`src/rtl/main_mem_arbiter.sv`:
```
// main_mem_arbiter: round-robin sharing of one memory port between two masters with in-order read response routing
module main_mem_arbiter #(
  parameter int ADDR_W = 32,
  parameter int DATA_W = 32,
  parameter int MAX_OUTSTANDING = 4
) (
  input  logic              clk,
  input  logic              reset,
  input  logic              m0_req_valid,
  output logic              m0_req_ready,
  input  logic              m0_req_write,
  input  logic [ADDR_W-1:0] m0_req_addr,
  input  logic [DATA_W-1:0] m0_req_data,
  output logic              m0_resp_valid,
  output logic [DATA_W-1:0] m0_resp_data,
  input  logic              m1_req_valid,
  output logic              m1_req_ready,
  input  logic              m1_req_write,
  input  logic [ADDR_W-1:0] m1_req_addr,
  input  logic [DATA_W-1:0] m1_req_data,
  output logic              m1_resp_valid,
  output logic [DATA_W-1:0] m1_resp_data,
  output logic              mem_req_valid,
  input  logic              mem_req_ready,
  output logic              mem_req_write,
  output logic [ADDR_W-1:0] mem_req_addr,
  output logic [DATA_W-1:0] mem_req_data,
  input  logic              mem_resp_valid,
  input  logic [DATA_W-1:0] mem_resp_data,
  output logic              err_unexpected_resp
);
  localparam int PW = $clog2(MAX_OUTSTANDING);
  logic [PW:0] count;
  logic [PW-1:0] wr_ptr, rd_ptr;
  logic [MAX_OUTSTANDING-1:0] owner;
  logic last_grant, slot_free, full, elig0, elig1, grant0, grant1, push, pop, head;
  // Eligibility and round-robin grant; the full check uses the registered count so a same-cycle pop never frees a slot
  always_comb begin
    slot_free = !mem_req_valid || mem_req_ready;
    full = count == (PW+1)'(MAX_OUTSTANDING);
    elig0 = m0_req_valid && slot_free && (m0_req_write || !full);
    elig1 = m1_req_valid && slot_free && (m1_req_write || !full);
    grant0 = elig0 && (!elig1 || last_grant);
    grant1 = elig1 && (!elig0 || !last_grant);
    push = grant0 ? !m0_req_write : (grant1 && !m1_req_write);
    pop = mem_resp_valid && count != '0;
    head = owner[rd_ptr];
  end
  assign m0_req_ready = grant0;
  assign m1_req_ready = grant1;
  // Request register: loads the winner, otherwise holds until memory accepts
  always_ff @(posedge clk) begin
    if (reset) begin
      mem_req_valid <= 1'b0;
      mem_req_write <= 1'b0;
      mem_req_addr <= '0;
      mem_req_data <= '0;
      last_grant <= 1'b1;
    end else if (grant0 || grant1) begin
      mem_req_valid <= 1'b1;
      mem_req_write <= grant0 ? m0_req_write : m1_req_write;
      mem_req_addr <= grant0 ? m0_req_addr : m1_req_addr;
      mem_req_data <= grant0 ? m0_req_data : m1_req_data;
      last_grant <= grant1;
    end else if (mem_req_ready) begin
      mem_req_valid <= 1'b0;
    end
  end
  // Owner FIFO: records which master issued each outstanding read
  always_ff @(posedge clk) begin
    if (reset) begin
      count <= '0;
      wr_ptr <= '0;
      rd_ptr <= '0;
      owner <= '0;
    end else begin
      if (push) owner[wr_ptr] <= grant1;
      if (push) wr_ptr <= wr_ptr + PW'(1);
      if (pop) rd_ptr <= rd_ptr + PW'(1);
      count <= count + (PW+1)'(push) - (PW+1)'(pop);
    end
  end
  // Registered response routing and sticky unexpected-response flag
  always_ff @(posedge clk) begin
    if (reset) begin
      m0_resp_valid <= 1'b0;
      m1_resp_valid <= 1'b0;
      m0_resp_data <= '0;
      m1_resp_data <= '0;
      err_unexpected_resp <= 1'b0;
    end else begin
      m0_resp_valid <= pop && !head;
      m1_resp_valid <= pop && head;
      if (pop && !head) m0_resp_data <= mem_resp_data;
      if (pop && head) m1_resp_data <= mem_resp_data;
      err_unexpected_resp <= err_unexpected_resp || (mem_resp_valid && count == '0);
    end
  end
endmodule

```
`config.mk`:
```
export PLATFORM = sky130hd
export DESIGN_NAME = main_mem_arbiter
export DESIGN_NICKNAME = d
export VERILOG_FILES = /design/src/rtl/main_mem_arbiter.sv
export SDC_FILE = /design/constraint.sdc
export NUM_CORES = 1
export LEC_CHECK = 0
export CAP_MARGIN = 10
export CORE_MARGIN = 3
export CORE_UTILIZATION = 40
export CTS_CLUSTER_DIAMETER = 120
export DETAILED_ROUTE_END_ITERATION = 12
export GPL_ROUTABILITY_DRIVEN = 1
export PLACE_DENSITY = 0.76
export SLEW_MARGIN = 20
export SYNTH_ARGS = -nofsm -noshare
export SYNTH_HDL_FRONTEND = slang
export SYNTH_SLANG_ARGS = --single-unit
```
`constraint.sdc`:
```
create_clock -name clk -period 3 [get_ports clk]
set_input_delay 0.45 -clock clk [delete_from_list [all_inputs] [get_ports clk]]
set_output_delay 0.45 -clock clk [all_outputs]
set_load 0.02 [all_outputs]
```
==> impl_metrics.yaml <==
run_status:
  status: "completed"
run:
  max-cap-violations: 0
placement:
  dp_cells: 1178
  gp_congestion: 0.836
  portBuffers: 302
  dpl-instance-area_sq_um: 9110
  detailedPlace.worstSlack_ns: 0.0135
  dp_hpwl_um: 14300
floorplanning:
  start_util: 0.419
  ios: 303
  die_h_um: 128
  die_w_um: 128
  core_area_sq_um: 14200
  rows: 43
  dieArea_sq_um: 16400
cts:
  clockRootBuffer: "clkbuf_16"
  cts_made_buffers: 17
  tritoncts: "done"
  clk_latency_ns: 0.42
  cts.hold.buffers_added: 0
  ctsHtreeMaxLevel: 4
  clkSinkCount: 145
  clkTransAtPathRegs_ns: 0.06
  cts_max_path_buffers: 2
final_layout:
  register_area_sq_um: 2900
  final_cell_mix: "clkdlybuf4s50_1 (300), nand2_1 (262), dfxtp_1 (145)"
  instances_no_fill: 1210
  nFillCells: 1228
  finalInstanceArea_sq_um: 9690
  synthToLayoutAreaGrowth_pct: 62.7
  final_common_cell: "clkdlybuf4s50_1"
  drive_above_1_share: 0.0602
  multi_input_area_sq_um: 2710
  antenna_cells: 0
  nNetsFinal: 1192
critical_path:
  worstSetupStartpointType: "primary input"
  max_stage_delay_ns: 0.57
  worst_path_most_repeated_cell: "clkdlybuf4s50_1"
  path_cells: "clkdlybuf4s50_1 > or4b_1 > buf_4 > o2111ai_4 > inv_2 > clkdlybuf4s50_1"
  crit_arrival_ns: 2.26
  required_ns: 2.55
  crit_path_top_delay_cell: "clkdlybuf4s50_1"
  criticalPathCategory: "in -> out"
  worst_setup_path_end_kind: "output port"
  critical_path.max_fanout: 2
logic_synthesis:
  synthSimpleGateAreaFrac: 0.254
  synth_xor_area_frac: 0.00588
  netlist_instances: 741
  synth_cell_types: 36
  synthMuxAreaShare: 0.0141
  synth_area_per_cell_sq_um: 8.04
  synth_top_family_by_area: "simple AND/OR/NAND/NOR gates"
  synthArstFlopShare: 0
  synth-seq-cells: 145
  yosysSeqAreaShare: 0.487
  synthAdderAreaFrac: 0.0160
  synth_ff_type: "dfxtp_1"
  syn_area_sq_um: 5960
  synth-compound-area-share: 0.162
  yosysWarnings: 0
  syn-num-nets: 916
  synth_edf_count: 0
sta:
  finalCritPeriodShare: 0.904
  worstMarginPinSlew_ns: 0.701
  finalMaxSlewViolations: 0
  slew_headroom: 0.533
  finalClockSkew_ns: 0.00758
  setup_violations: 0
  setup_ws_ns: 0.289
  hold_viol: 0
  fmax_ghz: 0.369
  rsz0062_at_grt: "no"
  period_needed_ns: 2.71
  fin_setup_tns_ns: 0
power_and_ir_drop:
  ir_drop_mv: 0.394
  power_density_nw_per_um2: 685
  p_leak_nw: 3.56
  p_total_mw: 6.64
grt:
  grt_max_degree: 65
  grt_pass1_wl_um: 31300
  antenna_found_initial: 0
  track_usage: 0.241
  grt_pass1_vias: 6052
  grt_overflow_total: 0
drt:
  num_vias: 6206
  post_drt_wl_per_cell_um: 16.6
  wl_um: 20100
  drtIter0Drc: 428
  route.detailed.drc: 0
  vias_per_cell: 5.13
  drt_pass1_iterations: 5
  final_antenna_net_count: 0
hold_path:
  holdCritPathClass: "reg -> reg"
[critical path: cells and delay by family]
kind	cells	cell delay, ns
buffers and inverters	4	1.19
AND/OR/NAND/NOR	1	0.55
AO/OA/AOI/OAI	1	0.06
[cells in the mapped netlist, drive strengths merged, types with 3 or more instances]
| cell type | count | share of area |
|---|---|---|
| inv | 8 | 0.0050 |
| nand2 | 262 | 0.17 |
| mux2i | 5 | 0.0084 |
| ha | 6 | 0.013 |
| nand2b | 10 | 0.012 |
| nor2b | 3 | 0.0032 |
| clkbuf | 54 | 0.034 |
| a21oi | 73 | 0.061 |
| nor3 | 67 | 0.056 |
| nor2 | 9 | 0.0057 |
| xnor2 | 3 | 0.0044 |
| buf | 14 | 0.022 |
| a311oi | 64 | 0.094 |
| dfxtp | 145 | 0.49 |
[layout make-up]
type                    count  share of cell area
repair buffers            325               0.335
flip-flops and latches    145               0.300
multi-input cells         520               0.280
clock buffers              20              0.0451
well taps                 180              0.0232
clock inverters            12              0.0141
inverters                   8             0.00310
[what timing repair did]
item	in CTS	in global routing
buffers inserted	0	0
setup endpoints to repair	0	1
gates resized for setup	0	1
[logic make-up (layout without fill, tap and decap cells)]
logic type	count (synthesis)	in the layout
AOI/OAI and AO/OA	142	142
muxes	7	7
xor gates and xnor gates	4	4
and+or+nand+nor	360	360
adders and majority gates	7	7
buffers and inverters	76	365
DFF	145	145
[power breakdown]
| part | leakage (nW) | switching (mW) | internal (mW) | total [mW] |
|---|---|---|---|---|
| combinational | 2.09 | 1.18 | 1.02 | 2.20 |
| clock | 0.271 | 0.821 | 1.23 | 2.05 |
| sequential | 1.19 | 0.174 | 2.22 | 2.39 |
| total | 3.56 | 2.17 | 4.47 | 6.64 |
[sequential cells by signal, indices dropped and copies added, names as in the netlist]
register / cells
rd_ptr: 2
err_unexpected_resp: 1
mem_req_addr: 32
m0_resp_data: 32
m0_resp_valid: 1
m1_resp_data: 32
wr_ptr: 2
mem_req_data: 32
mem_req_valid: 1
count: 3
mem_req_write: 1
m1_resp_valid: 1
owner: 4
last_grant: 1
[layer usage]
metal  vias up  global-route usage  routed length, um
li1       3095                   -                  -
met1      2833               0.271               7640
met2       254               0.423              10200
met3        24              0.0883               1920
met4         0              0.0755                339
met5         -                   0                  0
[per-stage QoR]
| step | util | hold slack, ns |
|---|---|---|
| final | 0.682 | 0.452 |
| after global routing | 0.682 | 0.469 |
| after CTS | 0.682 | 0.455 |
| after detailed placement | 0.642 | 0.446 |
| after global placement | 0.642 | 0.441 |
| after floorplan | - | 0.446 |
[worst paths after layout]
kind                                    endpoint  slack [ns]  cells past startpoint              from
worst max register to register          count[2]        0.59                     10          count[2]
worst min-delay path            m0_resp_data[20]        0.45                      2  m0_resp_data[20]
worst min register to register  m0_resp_data[20]        0.45                      2  m0_resp_data[20]
worst max-delay path                m0_req_ready        0.29                      6      m0_req_write
(Power assumes the default switching activity.)
